## src/rtl/dom_and_pipe.sv

```systemverilog
// Purpose: vectorised DOM AND gadget; NUM_SHARES Boolean shares per operand, WIDTH independent lanes.
// Latency: 2 cycles with OUT_REG=1 (blinded terms, then compressed shares), 1 cycle with OUT_REG=0.
// Backpressure: valid/ready; stages load only when empty or draining, and stalled stages hold bits and masks.
module dom_and_pipe #(
    parameter int NUM_SHARES = 2,
    parameter int WIDTH      = 8,
    parameter int OUT_REG    = 1,
    localparam int NUM_MASKS = NUM_SHARES * (NUM_SHARES - 1) / 2
) (
    input  logic                          ClkCI,
    input  logic                          RstRI,
    input  logic [NUM_SHARES*WIDTH-1:0]   LeftDI,
    input  logic [NUM_SHARES*WIDTH-1:0]   RightDI,
    input  logic [NUM_MASKS*WIDTH-1:0]    RandomDI,
    input  logic                          InValidSI,
    output logic                          InReadySO,
    output logic [NUM_SHARES*WIDTH-1:0]   OutDO,
    output logic                          OutValidSO,
    input  logic                          OutReadySI
);

    localparam int NS = NUM_SHARES;
    localparam int TW = NS * NS * WIDTH;

    if (NUM_SHARES < 2) begin : g_bad_shares
        $error("dom_and_pipe: NUM_SHARES must be at least 2");
    end

    logic [TW-1:0]          blinded;
    logic [TW-1:0]          term_q;
    logic                   v1_q;
    logic [NS*WIDTH-1:0]    comp;
    logic                   in_rdy;
    logic                   in_fire;
    logic                   s1_adv;

    // Cross terms L_i & R_j; off-diagonal pairs share one fresh mask so it cancels on recombination.
    for (genvar gi = 0; gi < NS; gi++) begin : g_row
        for (genvar gj = 0; gj < NS; gj++) begin : g_col
            localparam int LO = (gi < gj) ? gi : gj;
            localparam int HI = (gi < gj) ? gj : gi;
            localparam int MI = LO + HI * (HI - 1) / 2;
            if (gi == gj) begin : g_diag
                assign blinded[(gi*NS+gj)*WIDTH +: WIDTH] =
                    LeftDI[gi*WIDTH +: WIDTH] & RightDI[gj*WIDTH +: WIDTH];
            end else begin : g_cross
                assign blinded[(gi*NS+gj)*WIDTH +: WIDTH] =
                    (LeftDI[gi*WIDTH +: WIDTH] & RightDI[gj*WIDTH +: WIDTH]) ^
                    RandomDI[MI*WIDTH +: WIDTH];
            end
        end
    end

    // Compression only ever sees registered terms, so no cross-domain glitch path exists.
    always_comb begin
        comp = '0;
        for (int i = 0; i < NS; i++) begin
            for (int j = 0; j < NS; j++) begin
                comp[i*WIDTH +: WIDTH] = comp[i*WIDTH +: WIDTH] ^ term_q[(i*NS+j)*WIDTH +: WIDTH];
            end
        end
    end

    assign in_rdy    = ~v1_q | s1_adv;
    assign in_fire   = InValidSI & in_rdy;
    assign InReadySO = in_rdy;

    // Stage 1: blinded terms are captured once per accepted beat; randomness is consumed only here.
    always_ff @(posedge ClkCI or posedge RstRI) begin
        if (RstRI) begin
            v1_q   <= 1'b0;
            term_q <= '0;
        end else begin
            if (in_rdy) begin
                v1_q <= InValidSI;
            end
            if (in_fire) begin
                term_q <= blinded;
            end
        end
    end

    if (OUT_REG != 0) begin : g_out_reg
        logic                v2_q;
        logic [NS*WIDTH-1:0] out_q;

        assign s1_adv     = v1_q & (~v2_q | OutReadySI);
        assign OutDO      = out_q;
        assign OutValidSO = v2_q;

        // Stage 2: compressed shares, loaded when empty or when the held beat leaves this cycle.
        always_ff @(posedge ClkCI or posedge RstRI) begin
            if (RstRI) begin
                v2_q  <= 1'b0;
                out_q <= '0;
            end else begin
                if (~v2_q | OutReadySI) begin
                    v2_q <= v1_q;
                end
                if (s1_adv) begin
                    out_q <= comp;
                end
            end
        end
    end else begin : g_out_comb
        assign s1_adv     = v1_q & OutReadySI;
        assign OutDO      = comp;
        assign OutValidSO = v1_q;
    end

endmodule

```

## config.mk

```make
export PLATFORM = sky130hd
export DESIGN_NAME = dom_and_pipe
export DESIGN_NICKNAME = d
export VERILOG_FILES = /design/src/rtl/dom_and_pipe.sv
export SDC_FILE = /design/constraint.sdc
export NUM_CORES = 1
export LEC_CHECK = 0
export CAP_MARGIN = 40
export CORE_ASPECT_RATIO = 1.75
export CORE_MARGIN = 8
export CORE_UTILIZATION = 44
export DETAILED_ROUTE_END_ITERATION = 7
export PLACE_DENSITY_LB_ADDON = 0.08
export RECOVER_POWER = 100
export SETUP_SLACK_MARGIN = 0.05
export SLEW_MARGIN = 20
export SYNTH_ARGS = -nofsm -noshare
export SYNTH_HDL_FRONTEND = slang
export SYNTH_SLANG_ARGS = --single-unit
```

## constraint.sdc

```tcl
create_clock -name ClkCI -period 1.3 [get_ports ClkCI]
set_input_delay 0.13 -clock ClkCI [delete_from_list [all_inputs] [get_ports ClkCI]]
set_output_delay 0.13 -clock ClkCI [all_outputs]
set_load 0.02 [all_outputs]
```

Yosys cells after proc, flatten, opt, wreduce, memory -nomap -nowiden
Index checks and enable logic that the tools add are counted.
{"block": "word_totals", "input_bits": 44, "out_inout_bits": 18, "elab_cells": 18, "regBits": 50}
{"block": "op_classes", "bitwise_logic": 14}
{"operator": "$and A8 B8 Y8", "count": 4}
{"operator": "$xor A8 B8 Y8", "count": 4}
{"operator": "$and A1 B1 Y1", "count": 2}
{"operator": "$not A1 Y1", "count": 2}
{"operator": "$or A1 B1 Y1", "count": 2}

Logic depth before layout (Yosys ltp)
{"block": "depth", "ltp_word": 5, "ltp_mapped": 5, "depth_no_buf": 3}

Worst setup path before layout
Ideal clock, no wire load.
{"block": "synth_path", "kind": "register to register", "from": "register g_out_reg.v2_q, in the netlist OutValidSO", "to": "register g_out_reg.out_q[10], in the netlist OutDO[10]", "stages_incl_launch_ff": 5, "setup_ns": 0.125, "n_path_buf": 1, "setup_slack_ns": -0.084, "arrival_ns": 1.260, "t_required_ns": 1.175, "synth_period_minus_slack_ns": 1.384, "path_cell_list": "dfrtp_1 -> nand2b_1 -> nand2_2 -> buf_4 -> mux2_2"}
{"block": "synth_via", "elab_chain_len": 3}
{"element": "start: declaration", "line_no": "84", "rtl": "logic v2_q;"}
{"element": "start signal: assignment", "line_no": "98", "rtl": "v2_q <= v1_q;"}
{"element": "$not A1 Y1", "line_no": "87", "rtl": "assign s1_adv = v1_q & (~v2_q | OutReadySI);"}
{"element": "$or A1 B1 Y1", "line_no": "87"}
{"element": "$and A1 B1 Y1", "line_no": "87"}
{"element": "end signal: assignment", "line_no": "101", "rtl": "out_q <= comp;"}
{"element": "end: declaration", "line_no": "85", "rtl": "logic [NS*WIDTH-1:0] out_q;"}
No other way between the ends.
A chain may end at the register's enable or synchronous reset.

Worst setup path in the final report
{"block": "layout_path", "from": "register v1_q", "to": "register g_out_reg.out_q[11], in the netlist OutDO[11]"}
{"block": "layout_via", "elab_chain_len": 1}
{"element": "start: declaration", "line_no": "31", "rtl": "logic v1_q;"}
{"element": "start signal: assignment", "line_no": "75", "rtl": "v1_q <= InValidSI;"}
{"element": "$and A1 B1 Y1", "line_no": "87"}
No other way between the ends.

==> impl_metrics.env <==
export IMPL_clk_pin_slew_worst_paths_ps=80
export IMPL_io_pins=62
export IMPL_p_seq_frac=0.476
export IMPL_htree_num_levels=2
export IMPL_syn2layout_area_growth_pct=35.0
export IMPL_track_usage=0.135
export IMPL_preCtsSetupSlack_ps=-210
export IMPL_portBuffers=61
export IMPL_reg2reg_depth=4
export IMPL_grt_overflow_total=0
export IMPL_cts_tree="built"
export IMPL_post_cts_buffers=0
export IMPL_drc=0
export IMPL_report_power_total_mw=4.39
export IMPL_skew_ps=4.58
export IMPL_crit_type="reg2reg"
export IMPL_avgSynthCellArea_um2=11.4
export IMPL_hold_viol=0
export IMPL_combPwrFrac=0.318
export IMPL_fin_setup_tns_ps=0
export IMPL_num_nets_final=327
export IMPL_vias=1757
export IMPL_synthCells=213
export IMPL_worst_slew_pin_slew_ps=687
export IMPL_hold_class="in2reg"
export IMPL_cp_max_fo=6
export IMPL_post_drt_wl_per_cell_um=15.1
export IMPL_startpoint_type="register"
export IMPL_relSlewSlack=0.542
export IMPL_leakage_nw=1.40
export IMPL_grt_max_degree=51
export IMPL_p_sw_frac=0.315
export IMPL_cts_sinks=50
export IMPL_crit_path_end_kind="register"
export IMPL_min_delay_path_depth=3
export IMPL_diodes=0
export IMPL_cts_hold_buf=0
export IMPL_cts_inserted_buffers=5
export IMPL_start_util=0.456
export IMPL_setup_ws_ps=62.8
export IMPL_final_setup_viol_count=0
export IMPL_grt_pass1_vias=1875
export IMPL_die_w_um=72.0
export IMPL_die_area_um2=8220
export IMPL_min_period_over_period=0.952
export IMPL_final_antenna_net_count=0
export IMPL_ys_ff_latch=50
export IMPL_dpl_hpwl_mm=3.88
export IMPL_arrival_ps=1420
export IMPL_max_freq_ghz=0.808
export IMPL_yosys_top_cells_area="dfrtp_1 52%, xor2_1 12%, mux2_2 7.4%"
export IMPL_final_cell_mix="49 x dfrtp_1, 42 x clkdlybuf4s50_1, 32 x xor2_1"
export IMPL_final_common_cell="dfrtp_1"
export IMPL_synth_distinct_cells=18
export IMPL_p_per_area_nw_per_um2=1340
export IMPL_place_area_um2=3210
export IMPL_fin_crit_ps=1240
export IMPL_holdWs_ps=421
export IMPL_ir_worst_vdd_v=0.000944
export IMPL_rsz0062_at_grt="yes"
export IMPL_status="finished, final reports clean"
export IMPL_syn_area_um2=2420
export IMPL_clockBufferDepth=2
export IMPL_cts_root_buf="clkbuf_8"
export IMPL_antenna_found_initial=0
export IMPL_cap_violations=0
export IMPL_clockPowerShare=0.206
export IMPL_avgViaCountPerCell=4.91
export IMPL_wl_mm=5.41
export IMPL_synth_nets=257
export IMPL_drt_iter0_drc=93
export IMPL_rows=35
export IMPL_die_y_um=114
export IMPL_synth_top_cell_area_share=0.517
export IMPL_core_area_um2=5300
export IMPL_yosysWarnings=0
export IMPL_first_pass_iters=4
export IMPL_ys_seq_area_frac=0.517
export IMPL_p_int_mw=3.00
export IMPL_maxSlewViolCount=0
export IMPL_insertion_delay_ps=300
export IMPL_p_sw_mw=1.38
export IMPL_final_fill_count=478
export IMPL_gp_congestion=0.738
export IMPL_grt_pass1_wl_mm=8.74
export IMPL_final_cell_area_um2=3270
export IMPL_required_ps=1480
export IMPL_yosysTopAreaCell="dfrtp_1"
export IMPL_layout_drive_gt1_share=0.204
layer usage:
layer / routed length, um / up-vias / track usage
met4: 112 / 0 / 0.0672
met1: 2110 / 849 / 0.148
met3: 239 / 7 / 0.0316
met5: 0 / - / 0
met2: 2950 / 39 / 0.235
li1: - / 862 / -
cells in the mapped netlist:
master,number
nand4_1,16
o21ai_2,14
o21ai_0,2
and2_1,1
nand3b_4,1
a21oi_1,16
nand2_2,1
xor2_1,32
nand2_1,16
inv_1,17
nand2b_1,3
buf_1,1
a21oi_2,16
mux2_2,16
clkbuf_1,6
buf_6,4
dfrtp_1,50
buf_4,1
sequential cells by signal, summed over array words and instances, names as in the netlist:
name,cells
OutDO,16
OutValidSO,1
v1_q,1
term_q,32
layout make-up:
cell class / count / area, um2 / share of cell area
tap: 74 / 92.6 / 0.0284
sequential: 50 / 1250 / 0.384
multi-input combinational: 134 / 1010 / 0.309
timing repair buffer: 75 / 752 / 0.230
clock inverter: 1 / 5.00 / 0.00153
clock buffer: 7 / 86.3 / 0.0264
inverter: 17 / 67.6 / 0.0207
power by group through the flow:
stage / Clock, mW / Combinational, mW / Sequential (mW)
final: 0.904 / 1.39 / 2.09
after CTS: 0.951 / 1.45 / 2.09
after global routing: 0.989 / 1.51 / 2.13
after detailed placement: 0 / 1.59 / 2.13
after global placement: 0 / 1.57 / 2.12
after floorplan: 0 / 0.638 / 2.33
path summary, 6_finish.rpt:
kind | startpoint | end | slack (ps)
hold / removal | RightDI[14] | term_q[30] | 420
min in group asynchronous | RstRI | OutDO[7] | 540
setup / recovery | v1_q | OutDO[11] | 60
max in group asynchronous | RstRI | OutValidSO | 260
hold reg to reg | OutDO[12] | OutDO[12] | 490
setup reg to reg | v1_q | OutDO[11] | 60
repair_timing:
action	in CTS	in global routing
setup endpoints to repair	18	16
cloned	0	1
resized for setup	21	10
critical path, cell delays in order, from the launching register on:
cell       delay [ps]
dfrtp_1           420
buf_6             140
nand2_8            80
clkbuf_16         150
mux2_1            330
kinds of logic after synthesis:
group           Yosys count  share of synthesized area
xor+xnor                 32                      0.116
buf+inv                  29                     0.0590
compound gates           48                      0.146
flops                    50                      0.517
simple gates             38                     0.0874
mux                      16                     0.0745
per-stage QoR:
stage | utilization | std cells
2_1_floorplan | - | 213
3_3_place_gp | 0.605 | 349
4_1_cts | 0.618 | 357
5_1_grt | 0.616 | 358
3_5_place_dp | 0.605 | 349
6_report | 0.616 | 358
Note: power is estimated with default switching activity, not from simulation.
